==> src/rtl/fdivsqrt_issueq_pkg.sv <==
// Shared types for the divide/sqrt issue queue. The optional FDIVQ_BYPASS_EN
// build lets an enqueue into an empty queue launch in the same cycle.
package fdivsqrt_issueq_pkg;

   localparam int FDIVQ_DEPTH   = 4;
   localparam int FDIVQ_TAGW    = 5;
   localparam int FDIVQ_XLEN    = 64;
   localparam int FDIVQ_FMTBITS = 2;
   localparam int FDIVQ_PTRW    = $clog2(FDIVQ_DEPTH);

   // One queued divider request; field widths track the package widths above.
   typedef struct packed {
      logic                     sqrt;
      logic                     intdiv;
      logic                     w64;
      logic [2:0]               funct3;
      logic [FDIVQ_FMTBITS-1:0] fmt;
      logic [FDIVQ_XLEN-1:0]    srcA;
      logic [FDIVQ_XLEN-1:0]    srcB;
      logic [FDIVQ_TAGW-1:0]    tag;
   } divreq_t;

endpackage

==> src/rtl/fdivsqrt_issueq_fifo.sv <==
// Generic circular FIFO of divreq_t entries with wrapping pointers and an
// occupancy count; the caller guarantees no push when full and no pop when empty.
module fdivq_fifo
   import fdivsqrt_issueq_pkg::*;
#(
   parameter int DEPTH = FDIVQ_DEPTH
) (
   input  logic                     clk,
   input  logic                     reset,
   input  logic                     clear,
   input  logic                     push,
   input  divreq_t                  pushData,
   input  logic                     pop,
   output divreq_t                  headData,
   output logic [$clog2(DEPTH):0]   count
);

   localparam int PTRW = $clog2(DEPTH);

   divreq_t         mem [DEPTH];
   logic [PTRW-1:0] head;
   logic [PTRW-1:0] tail;

   // Pointer and count bookkeeping; a flush empties the queue without touching storage.
   always_ff @(posedge clk or posedge reset) begin
      if (reset) begin
         head  <= '0;
         tail  <= '0;
         count <= '0;
      end else if (clear) begin
         head  <= '0;
         tail  <= '0;
         count <= '0;
      end else begin
         if (push) tail <= tail + 1'b1;
         if (pop)  head <= head + 1'b1;
         case ({push, pop})
            2'b10:   count <= count + 1'b1;
            2'b01:   count <= count - 1'b1;
            default: count <= count;
         endcase
      end
   end

   // Entry storage needs no reset; only slots between head and tail are ever read.
   always_ff @(posedge clk) begin
      if (push && !clear) mem[tail] <= pushData;
   end

   assign headData = mem[head];

endmodule

==> src/rtl/fdivsqrt_issueq.sv <==
// In-order request queue feeding the shared divide/sqrt unit: launches one op at
// a time and reports its tag on completion. Define FDIVQ_BYPASS_EN for 0-latency launch.
module fdivsqrt_issueq
   import fdivsqrt_issueq_pkg::*;
#(
   parameter int DEPTH   = FDIVQ_DEPTH,
   parameter int TAGW    = FDIVQ_TAGW,
   parameter int XLEN    = FDIVQ_XLEN,
   parameter int FMTBITS = FDIVQ_FMTBITS
) (
   input  logic                     clk,
   input  logic                     reset,
   input  logic                     FlushE,
   input  logic                     StallM,
   input  logic                     EnqValid,
   output logic                     EnqReady,
   input  logic                     EnqSqrt,
   input  logic                     EnqIntDiv,
   input  logic                     EnqW64,
   input  logic [2:0]               EnqFunct3,
   input  logic [FMTBITS-1:0]       EnqFmt,
   input  logic [XLEN-1:0]          EnqSrcA,
   input  logic [XLEN-1:0]          EnqSrcB,
   input  logic [TAGW-1:0]          EnqTag,
   input  logic                     FDivBusyE,
   input  logic                     FDivDoneE,
   output logic                     FDivStartE,
   output logic                     IDivStartE,
   output logic                     SqrtE,
   output logic                     IntDivE,
   output logic                     W64E,
   output logic [2:0]               Funct3E,
   output logic [FMTBITS-1:0]       FmtE,
   output logic [XLEN-1:0]          ForwardedSrcAE,
   output logic [XLEN-1:0]          ForwardedSrcBE,
   output logic                     CplValid,
   output logic [TAGW-1:0]          CplTag,
   output logic [$clog2(DEPTH):0]   Count
);

   localparam int PTRW = $clog2(DEPTH);
   localparam logic [PTRW:0] FULLCOUNT = (PTRW+1)'(DEPTH);

   divreq_t        enqReq;
   divreq_t        headReq;
   divreq_t        issueReq;
   divreq_t        lastReq;
   logic [PTRW:0]  fifoCount;
   logic           inFlight;
   logic           canIssue;
   logic           pop;
   logic           push;
   logic           issue;
   logic           bypassIssue;
   logic           cpl;

   always_comb begin
      enqReq        = '0;
      enqReq.sqrt   = EnqSqrt;
      enqReq.intdiv = EnqIntDiv;
      enqReq.w64    = EnqW64;
      enqReq.funct3 = EnqFunct3;
      enqReq.fmt    = EnqFmt;
      enqReq.srcA   = EnqSrcA;
      enqReq.srcB   = EnqSrcB;
      enqReq.tag    = EnqTag;
   end

   // Reset gates issue so the divider controls drop the instant reset asserts.
   assign canIssue = !reset && !inFlight && !FDivBusyE && !StallM && !FlushE;
   assign pop      = canIssue && (fifoCount != '0);

`ifdef FDIVQ_BYPASS_EN
   assign bypassIssue = canIssue && (fifoCount == '0) && EnqValid;
   assign EnqReady    = !reset && !FlushE && ((fifoCount < FULLCOUNT) || pop || bypassIssue);
`else
   assign bypassIssue = 1'b0;
   assign EnqReady    = !reset && !FlushE && (fifoCount < FULLCOUNT);
`endif

   assign push     = EnqValid && EnqReady && !bypassIssue;
   assign issue    = pop || bypassIssue;
   assign issueReq = bypassIssue ? enqReq : headReq;

   fdivq_fifo #(.DEPTH(DEPTH)) fifo (
      .clk      (clk),
      .reset    (reset),
      .clear    (FlushE),
      .push     (push),
      .pushData (enqReq),
      .pop      (pop),
      .headData (headReq),
      .count    (fifoCount)
   );

   // lastReq keeps the launched op's fields steady between issues; its tag is the in-flight tag.
   always_ff @(posedge clk or posedge reset) begin
      if (reset) begin
         lastReq  <= '0;
         inFlight <= 1'b0;
      end else begin
         if (issue) lastReq <= issueReq;
         if (FlushE || cpl)  inFlight <= 1'b0;
         else if (issue)     inFlight <= 1'b1;
      end
   end

   assign cpl        = FDivDoneE && inFlight && !StallM && !FlushE;
   assign CplValid   = cpl;
   assign CplTag     = lastReq.tag;
   assign Count      = fifoCount;

   assign FDivStartE     = issue && !issueReq.intdiv;
   assign IDivStartE     = issue &&  issueReq.intdiv;
   assign SqrtE          = issue ? issueReq.sqrt   : lastReq.sqrt;
   assign IntDivE        = issue ? issueReq.intdiv : lastReq.intdiv;
   assign W64E           = issue ? issueReq.w64    : lastReq.w64;
   assign Funct3E        = issue ? issueReq.funct3 : lastReq.funct3;
   assign FmtE           = issue ? issueReq.fmt    : lastReq.fmt;
   assign ForwardedSrcAE = issue ? issueReq.srcA   : lastReq.srcA;
   assign ForwardedSrcBE = issue ? issueReq.srcB   : lastReq.srcB;

endmodule

==> config.mk <==
export PLATFORM = sky130hd
export DESIGN_NAME = fdivsqrt_issueq
export DESIGN_NICKNAME = d
export VERILOG_FILES = /design/src/rtl/fdivsqrt_issueq_pkg.sv /design/src/rtl/fdivsqrt_issueq_fifo.sv /design/src/rtl/fdivsqrt_issueq.sv
export SDC_FILE = /design/constraint.sdc
export NUM_CORES = 1
export LEC_CHECK = 0
export ABC_CLOCK_PERIOD_IN_PS = 5600
export BUFFER_PORTS_ARGS = -buffer_cell sky130_fd_sc_hd__buf_4
export CAP_MARGIN = 30
export CORE_UTILIZATION = 41
export DETAILED_ROUTE_END_ITERATION = 8
export GPL_ROUTABILITY_DRIVEN = 0
export SETUP_SLACK_MARGIN = 0.3
export SYNTH_ARGS = -nofsm -noshare
export SYNTH_HDL_FRONTEND = slang
export SYNTH_SLANG_ARGS = --single-unit
==> constraint.sdc <==
create_clock -name clk -period 5.6 [get_ports clk]
set_clock_uncertainty 0.1 [all_clocks]
set_input_delay 1.12 -clock clk [delete_from_list [all_inputs] [get_ports clk]]
set_output_delay 1.12 -clock clk [all_outputs]
set_load 0.01 [all_outputs]
* Word-level counts from Yosys, hierarchy flattened
Memory sizes are Yosys's and may differ from the RTL's.
Cells that the tools add are included.
** Storage, ports and cells
- Register bits :: 149
- Bits in latches :: 0
- Memory bits (writable) :: 564
- Memory bits (read-only) :: 0
- Bits of input ports :: 148
- Output and inout port bits :: 148
- Word-level logic and storage cells :: 63
- Memories kept :: 1
** Memory list
- fifo.mem :: depth 4, bits a word 141, rd ports 1, clocked after memory_dff 0, write ports 1, RTL line fdivsqrt_issueq_fifo.sv:20 : divreq_t mem [DEPTH];
** Cells by class
- Add/subtract/negate cells :: 4
- Multiply operators :: 0
- Div/mod/pow operators :: 0
- Order comparisons :: 1
- Equality and inequality tests :: 2
- Shifts and indexed selects :: 0
- Multiplexer cells :: 17
- Bitwise gates (word level) :: 0
- Reduce and logical (&&, ||, !) cells :: 26
** Operators with widths (number)
- 64-bit 2-to-1 mux :: 2
- 1-bit logical AND :: 14
- 2-bit 2-to-1 mux :: 5
- 1-bit 2-to-1 mux :: 7
- 1-bit logical NOT :: 6
- 3-bit 2-to-1 mux :: 2
- 3-bit one-hot mux with 2 select lines :: 1
- 2-bit nonzero test :: 3
- 3-bit nonzero test :: 2
- 2-bit by 1-bit adder with 2-bit output (second input constant) :: 2
- 3-bit by 1-bit adder with 3-bit output (second input constant) :: 1
- 3-bit < comparator (second input constant) :: 1
- 3-bit by 1-bit subtractor with 3-bit output (second input constant) :: 1
- 2-bit by 1-bit equality test with 1-bit output (second input constant) :: 1
- 2-bit equality test (second input constant) :: 1
- 1-bit logical OR :: 1

* Logic depth before layout (Yosys ltp)
Gate-level depths: netlist of run 1.
- Depth after elaboration :: 9
- Mapped depth :: 6
- Mapped depth without buffers :: 6

* Cells and area by module
A second synthesis of run 1 with hierarchy kept.
** Second synthesis, totals
- Cells, all modules :: 1247
- Area total of the unflattened synthesis :: 27759.1 um2
** Modules (own cells, without submodules)
- fdivq_fifo :: instances 1, cells an instance 779, area each 20751.2 um2, sequential area each 17111.4 um2
- fdivsqrt_issueq :: instances 1, cells an instance 468, area each 7008.0 um2, sequential area each 3553.4 um2

* Worst setup path before layout of run 1
Ideal clock, no wire load.
- Path type :: input-to-reg
- From :: input reset
- To :: memory fifo.mem[0][0] (netlist bit) (enable)
- Setup time :: 519 ps
- Data arrival time :: 4991 ps
- Data required time :: 4981 ps
- Path slack :: -9 ps
- Cell stages on the path :: 2
- Buffers on the path :: 0
- Path through :: nor3_1 and3_1
** On the way
- Word-level cells in the longest chain between the ends :: 7
** RTL lines
- start, declared :: RTL line fdivsqrt_issueq.sv:12 : input logic reset,
- 1-bit logical NOT (no source line)
- 1-bit logical AND (2 in a row) :: RTL line fdivsqrt_issueq.sv:78 : assign EnqReady = !reset && !FlushE && (fifoCount < FULLCOUNT);
- 1-bit logical AND :: RTL line fdivsqrt_issueq.sv:81 : assign push = EnqValid && EnqReady && !bypassIssue;
- 1-bit logical AND :: RTL line fdivsqrt_issueq_fifo.sv:47 : if (push && !clear) mem[tail] <= pushData;
- 1-bit 2-to-1 mux :: RTL line fdivsqrt_issueq_fifo.sv:47
- 1-bit 2-to-1 mux (not written as such) :: RTL line fdivsqrt_issueq_fifo.sv:47
- end, declared :: RTL line fdivsqrt_issueq_fifo.sv:20
No other way between the ends.

* Worst setup path in the final report of run 1
- From :: register fifo.head[0]
- To :: output ForwardedSrcAE[11]
** On the way
- Word-level cells in the longest chain between the ends :: 2
** RTL lines
- start, declared :: RTL line fdivsqrt_issueq_fifo.sv:21 : logic [PTRW-1:0] head;
- start signal, assigned :: RTL line fdivsqrt_issueq_fifo.sv:36 : if (pop) head <= head + 1'b1;
- memory 4 x 141 bit
- 64-bit 2-to-1 mux :: RTL line fdivsqrt_issueq.sv:120 : assign ForwardedSrcAE = issue ? issueReq.srcA : lastReq.srcA;
- end, declared :: RTL line fdivsqrt_issueq.sv:34 : output logic [XLEN-1:0] ForwardedSrcAE,
No other way between the ends.

==> results.json, run 1 <==
{
  "i_o_pin_cnt": 296,
  "finalHoldViolCount": 0,
  "maxSlewHeadroom": 0.291,
  "drtPass1Iterations": 6,
  "critical_path_fanout_max": 26,
  "dp_slack_ns": 1.63,
  "crit_path_start_kind": "flop",
  "timing.critical_path.from": "fifo.head[0]$_DFFE_PP0P_",
  "core_region_area_sq_mm": 0.0642,
  "holdBufCountCts": 0,
  "status": "completed",
  "power.ir.vdd_worst_mv": 0.248,
  "via_count_of_the_first_global_routing_pass": 12900,
  "syn_area_sq_mm": 0.0266,
  "synth_compound_gate_area_share": 0.00423,
  "cts.root.buffer_cell": "clkbuf_16",
  "timing.final.setup_violations": 0,
  "worst-r2r-setup-slack_ns": 2.83,
  "most_frequent_standard_cell_in_the_layout_excluding_fill_and_tap_cells": "edfxtp_1",
  "synthMuxAreaShare": 0.194,
  "worst_slew_pin_slew_ns": 1.06,
  "mostFrequentLayoutCells": "564 x edfxtp_1, 305 x buf_4, 147 x dfrtp_1, 141 x mux4_2, 100 x mux2_4",
  "synth_area_in_simple_gates": 0.00607,
  "drt-vias-per-instance": 5.00,
  "power-per-cell-area_mw_per_mm2": 400,
  "postCtsSetupBuffers": 0,
  "r2r-start": "fifo.count[2]$_DFFE_PP0P_",
  "share_of_layout_cells_above_drive_strength_1": 0.478,
  "synth-seq-cells": 713,
  "maxCapViolations": 0,
  "clkSinkCount": 713,
  "design.final.nets": 1601,
  "dpl.hpwl_microns": 30000,
  "final_design_area_no_fill_sq_mm": 0.0324,
  "setup_tns_ns": 0,
  "synth-seq-area-share": 0.777,
  "ff2ff_path_depth": 3,
  "fmaxAchievable_ghz": 0.240,
  "syn2layout_area_growth_pct": 21.9,
  "chip_width_microns": 257,
  "ctsHtreeMaxLevel": 3,
  "total_length_of_routed_wires_microns": 52500,
  "grt_usage": 0.163,
  "post-route-drc-count": 0,
  "layout_worst_path_cycle_share": 0.745,
  "clk_path_buf_depth": 3,
  "io_buf_count": 295,
  "grt_max_degree": 142,
  "layout_setup_ws_ns": 1.43,
  "timing.critical_path.arrival_ns": 2.95,
  "critical_path.endpoint_type": "output pin",
  "rsz0062_at_grt": "no",
  "postSynthAreaPerCell_sq_um": 24.1,
  "filler_cell_count": 5257,
  "vias": 11800,
  "grt-ovfl-total": 0,
  "synth-main-ff-cell": "edfxtp_1",
  "async_flop_share": 0.209,
  "final_critical_path_required_period_ns": 4.17,
  "grt_pass1_wl_microns": 80400,
  "cts.clk_slew.worst_paths_ns": 0.06,
  "endpoint": "ForwardedSrcAE[11]",
  "post_route_antenna_net_violation_count": 0,
  "netlist_instances": 1105,
  "power.leakage_nw": 11.9,
  "maxSlewViolCount": 0,
  "dr_iter_0_viols": 605,
  "worst_ep_required_time_ns": 4.38,
  "yosysWarnings": 0,
  "mappedNetlistNets": 1258,
  "dieHeight_microns": 257,
  "criticalPathCategory": "reg -> out",
  "clock_insertion_delay_worst_skew_ns": 0.61,
  "dpl-instance-area_sq_mm": 0.0299,
  "start_util": 0.414,
  "synth_top_family_by_area": "multiplexers",
  "antenna_found_initial": 4,
  "adder_and_majority_cell_fraction_of_the_synthesized_area": 0.00263,
  "post_cts_repair_resize_count": 0,
  "clock_tree_from_tritoncts": "built",
  "route.detailed.wl_per_inst_microns": 22.2,
  "fp-row-count": 93,
  "die-area_sq_mm": 0.0659,
  "number_of_buffers_inserted_during_clock_tree_synthesis": 76,
  "worstReg2RegEnd": "fifo.mem[0][115]$_DFFE_PP_",
  "synth.lib_cells_used.distinct": 35,
  "synth_enable_flop_cells": 564,
  "xor_and_xnor_fraction_of_the_mapped_netlist_area": 0.000329,
  "timing.hold.worst.class": "reg -> reg"
}
-- metal layers --
layer,vias to the layer above,GRT usage,part of all wire
met2,255,0.274,0.51
met5,-,0,0.00051
met1,6268,0.206,0.41
li1,5216,-,-
met4,4,0.0582,0.027
met3,92,0.0379,0.048
-- area by class of cell --
class                      count  area, sq um  share of cell area
antenna                        2         5.00            0.000154
clock buffer                 109         2210              0.0681
clock inverter                33          319             0.00984
inverter                       5         23.8            0.000734
multi-input combinational    333         5540               0.171
sequential                   713        20700               0.638
tap                          855         1070              0.0330
timing repair buffer         319         2570              0.0793
-- cells in the mapped netlist, types with 5 or more instances --
| library cell | n | area share |
|---|---|---|
| mux2_1 | 7 | 0.0030 |
| mux2_2 | 34 | 0.014 |
| mux2_4 | 100 | 0.056 |
| buf_6 | 21 | 0.0089 |
| dfrtp_1 | 149 | 0.14 |
| nor2_1 | 7 | 0.00099 |
| buf_4 | 5 | 0.0014 |
| mux4_2 | 141 | 0.12 |
| nor2b_1 | 6 | 0.0014 |
| buf_2 | 15 | 0.0028 |
| inv_1 | 5 | 0.00071 |
| clkbuf_1 | 11 | 0.0016 |
| edfxtp_1 | 564 | 0.64 |
-- per-stage QoR --
stage	hold slack [ns]	utilization	power, W	std cells
2_1_floorplan	0.383	-	0.00727	1105
5_1_grt	0.396	0.505	0.0134	2369
3_3_place_gp	0.360	0.465	0.00809	2224
4_1_cts	0.378	0.504	0.0131	2366
6_report	0.376	0.505	0.0130	2369
3_5_place_dp	0.363	0.465	0.00813	2224
-- critical path, cell delays in order, from the launching register on --
cell	delay (ns)
dfrtp_4	0.69
buf_12	0.31
buf_12	0.27
mux4_2	0.57
mux2_4	0.30
buf_4	0.14
-- report_power, final --
group	switching [W]	internal, W
sequential	0.000128	0.00614
combinational	0.000736	0.000998
clock	0.00204	0.00291
total	0.00290	0.0100
-- kinds of logic (layout without fill, tap and decap cells) --
logic type / Yosys count / count (layout)
other: 0 / 2
and+or+nand+nor: 28 / 28
xor gates and xnor gates: 1 / 1
buffers and inverters: 59 / 466
adders and majority gates: 5 / 5
DFF: 713 / 713
AOI/OAI and AO/OA: 15 / 15
muxes: 284 / 284
-- flip-flops by register name, summed over array words and instances (netlist names) --
signal,cells
fifo.mem,564
lastReq,136
fifo.count,3
fifo.head,2
fifo.tail,2
CplTag,5
inFlight,1
-- worst min-delay path by stage --
stage | to | depth (start not counted) | start | slack (ns)
after CTS | lastReq[139]$_DFFE_PP0N_ | 1 | lastReq[139]$_DFFE_PP0N_ | 0.38
after global routing | lastReq[139]$_DFFE_PP0N_ | 1 | lastReq[139]$_DFFE_PP0N_ | 0.40
after global placement | lastReq[139]$_DFFE_PP0N_ | 1 | lastReq[139]$_DFFE_PP0N_ | 0.36
final | lastReq[139]$_DFFE_PP0N_ | 1 | lastReq[139]$_DFFE_PP0N_ | 0.38
after detailed placement | lastReq[139]$_DFFE_PP0N_ | 1 | lastReq[139]$_DFFE_PP0N_ | 0.36
after floorplan | CplTag[0]$_DFFE_PP0N_ | 1 | CplTag[0]$_DFFE_PP0N_ | 0.38
Power figures use the tool's default switching activity.
==> run 2: changes to the inputs <==
--- a/config.mk
+++ b/config.mk
@@ -5,7 +5,8 @@
 export SDC_FILE = /design/constraint.sdc
 export NUM_CORES = 1
 export LEC_CHECK = 0
-export ABC_CLOCK_PERIOD_IN_PS = 5600
+export ABC_AREA = 1
+export ABC_CLOCK_PERIOD_IN_PS = 4090
 export BUFFER_PORTS_ARGS = -buffer_cell sky130_fd_sc_hd__buf_4
 export CAP_MARGIN = 30
 export CORE_UTILIZATION = 41
==> constraint.sdc (replaced) <==
create_clock -name clk -period 4.09 [get_ports clk]
set_clock_uncertainty 0.1 [all_clocks]
set_input_delay 0.818 -clock clk [delete_from_list [all_inputs] [get_ports clk]]
set_output_delay 0.818 -clock clk [all_outputs]
set_load 0.01 [all_outputs]
==> results.json, run 2 <==
{
  "top_area_cell_type_share_of_the_netlist_area": 0.627,
  "clock_insertion_delay_worst_skew_ns": 0.62,
  "mostFrequentLayoutCells": "565 x nor2_1, 564 x edfxtp_1, 310 x buf_4, 148 x o21ai_1, 147 x dfrtp_1",
  "dr_iter_0_viols": 1073,
  "holdBufCountCts": 0,
  "drtPass1Iterations": 7,
  "synth-seq-area-share": 0.765,
  "largest_reg_by_ff_count": "fifo.mem",
  "number_of_buffers_inserted_during_clock_tree_synthesis": 76,
  "largest_register_ff_count": 564,
  "io_buf_count": 295,
  "maxSlewViolCount": 0,
  "via_count_of_the_first_global_routing_pass": 17200,
  "critical_path_fanout_max": 143,
  "maxCapViolations": 0,
  "route.detailed.wl_per_inst_microns": 19.8,
  "status": "completed",
  "critical-path-slowest-cell": "buf_12",
  "logic_gate_share_of_total_power": 0.135,
  "synth-seq-cells": 713,
  "synth_top_family_by_area": "compound AO/OA/AOI/OAI gates",
  "syn2layout_area_growth_pct": 20.7,
  "total_length_of_routed_wires_microns": 64200,
  "fp-row-count": 93,
  "yosysWarnings": 0,
  "criticalPathCategory": "reg -> out",
  "setup_tns_ns": 0,
  "post_cts_repair_resize_count": 0,
  "filler_cell_count": 5526,
  "cpMostUsedCell": "nor2_1",
  "switching_share": 0.239,
  "adder_and_majority_cell_fraction_of_the_synthesized_area": 0.00259,
  "cp.buffers_inverters": 2,
  "dieHeight_microns": 259,
  "xor_and_xnor_fraction_of_the_mapped_netlist_area": 0.000324,
  "main_area_contributors_after_synthesis": "edfxtp_1 63%, dfrtp_1 14%, nor2_1 7.9%, o22ai_1 3.2%, o21ai_1 2.7%",
  "cell_internal_pwr_w": 0.0137,
  "cts.root.buffer_cell": "clkbuf_16",
  "start_util": 0.417,
  "power.leakage_nw": 11.9,
  "grt_usage": 0.192,
  "ctsHtreeMaxLevel": 3,
  "ff_latch_area_sq_mm": 0.0207,
  "power-per-cell-area_mw_per_mm2": 552,
  "critical_path.endpoint_type": "output pin",
  "synthMuxAreaShare": 0,
  "mappedNetlistNets": 2209,
  "finalHoldViolCount": 0,
  "most_frequent_standard_cell_in_the_layout_excluding_fill_and_tap_cells": "nor2_1",
  "antenna_found_initial": 9,
  "post_route_antenna_net_violation_count": 0,
  "core_region_area_sq_mm": 0.0648,
  "synth_largest_area_cell": "edfxtp_1",
  "grt_pass1_wl_microns": 99100,
  "worst_slew_pin_slew_ns": 0.914,
  "post-route-drc-count": 0,
  "grt_max_degree": 149,
  "crit_path_start_kind": "flop",
  "postCtsSetupBuffers": 0,
  "chip_width_microns": 259,
  "synth.lib_cells_used.distinct": 26,
  "rsz0062_at_grt": "no",
  "async_flop_share": 0.209,
  "fmaxAchievable_ghz": 0.274,
  "clock_tree_from_tritoncts": "built",
  "netlist_instances": 2056,
  "cp_cell_sequence": "buf_12 > o21ai_0 > o22ai_1 > nor2_1 > nor2_1 > buf_4",
  "synth_enable_flop_cells": 564,
  "post-synth-top-count-cell": "nor2_1",
  "final_critical_path_required_period_ns": 3.65,
  "vias": 17000,
  "timing.hold.worst.class": "in -> async",
  "multiInputGateArea_sq_mm": 0.00549,
  "switchingPower_w": 0.00429,
  "maxSlewHeadroom": 0.391,
  "share_of_layout_cells_above_drive_strength_1": 0.192,
  "ff2ff_path_depth": 14,
  "stdcell_count": 3239,
  "synth_compound_gate_area_share": 0.112,
  "clk_path_buf_depth": 3,
  "synth_area_in_simple_gates": 0.0862,
  "timing.critical_path.arrival_ns": 2.73,
  "dpl.hpwl_microns": 35500,
  "postSynthAreaPerCell_sq_um": 13.1,
  "layout_worst_path_cycle_share": 0.893,
  "syn_area_sq_mm": 0.0270,
  "placedCellCount": 3096,
  "power.ir.vdd_worst_mv": 0.394,
  "timing.final.setup_violations": 0,
  "die-area_sq_mm": 0.0669,
  "drt-vias-per-instance": 5.25,
  "clkPwrFrac": 0.385,
  "worst_path_largest_cell_delay_ns": 0.46,
  "worst_ep_required_time_ns": 3.17,
  "cts.clk_slew.worst_paths_ns": 0.06,
  "worstSetupPathDepth": 6,
  "worst_path_dominant_cell_family": "buffers and inverters",
  "clkSinkCount": 713,
  "synth-main-ff-cell": "edfxtp_1",
  "design.final.nets": 2472,
  "synth_common_cells": "569 x nor2_1, 564 x edfxtp_1, 149 x dfrtp_1",
  "share_seq_of_total_power": 0.480,
  "i_o_pin_cnt": 296,
  "grt-ovfl-total": 0
}
-- run 2: metrics by stage --
| step | area (sq um) | setup WS, ns | utilization | power [W] | hold WS [ns] |
|---|---|---|---|---|---|
| 2_1_floorplan | 27100 | 0.314 | - | 0.00996 | 0.378 |
| 3_3_place_gp | 30000 | 0.678 | 0.463 | 0.0112 | 0.391 |
| 3_5_place_dp | 30000 | 0.663 | 0.463 | 0.0112 | 0.413 |
| 4_1_cts | 32600 | 0.363 | 0.503 | 0.0182 | 0.253 |
| 5_1_grt | 32600 | 0.330 | 0.503 | 0.0187 | 0.261 |
| 6_report | 32600 | 0.439 | 0.503 | 0.0180 | 0.292 |
-- run 2: cell families (layout without fill, tap and decap cells) --
logic type	Yosys count	after routing
AOI/OAI and AO/OA	566	566
xor gates and xnor gates	1	1
adders and majority gates	5	5
buffers and inverters	162	488
DFF	713	713
other	0	2
and+or+nand+nor	609	609
-- run 2: layout make-up --
type	count	area share
sequential	713	0.634
timing repair buffer	329	0.0830
clock buffer	106	0.0655
tap	855	0.0328
antenna	2	0.000154
clock inverter	35	0.0133
inverter	18	0.00265
multi-input combinational	1181	0.168
-- run 2: worst paths after layout --
path                                                  end  slack, ns                     start
worst max-delay path                    ForwardedSrcBE[6]       0.44  fifo.head[1]$_DFFE_PP0P_
worst min-delay path            fifo.count[1]$_DFFE_PP0P_       0.29                     reset
worst max register to register  fifo.count[2]$_DFFE_PP0P_       1.33      inFlight$_DFFE_PP0P_
worst min register to register      CplTag[1]$_DFFE_PP0N_       0.42     CplTag[1]$_DFFE_PP0N_
max in group asynchronous        lastReq[121]$_DFFE_PP0N_       2.69                     reset
min in group clk                 fifo.mem[3][1]$_DFFE_PP_       0.30                 EnqTag[1]
-- run 2: power groups by stage --
| stage | sequential, W | clock (W) | combinational, W |
|---|---|---|---|
| global placement | 0.00876 | 0 | 0.00240 |
| global route | 0.00870 | 0.00736 | 0.00267 |
| finish | 0.00864 | 0.00693 | 0.00242 |
| detailed placement | 0.00879 | 0 | 0.00245 |
| floorplan | 0.00874 | 0 | 0.00121 |
| CTS | 0.00864 | 0.00709 | 0.00246 |
-- run 2: per-layer routing --
| layer | GRT usage | part of all wire | vias up | routed length, microns |
|---|---|---|---|---|
| met5 | 0 | 0.0018 | - | 116 |
| met4 | 0.0574 | 0.020 | 16 | 1280 |
| met3 | 0.0500 | 0.069 | 102 | 4430 |
| met2 | 0.324 | 0.49 | 448 | 31500 |
| met1 | 0.245 | 0.42 | 8464 | 26900 |
| li1 | - | - | 7968 | - |
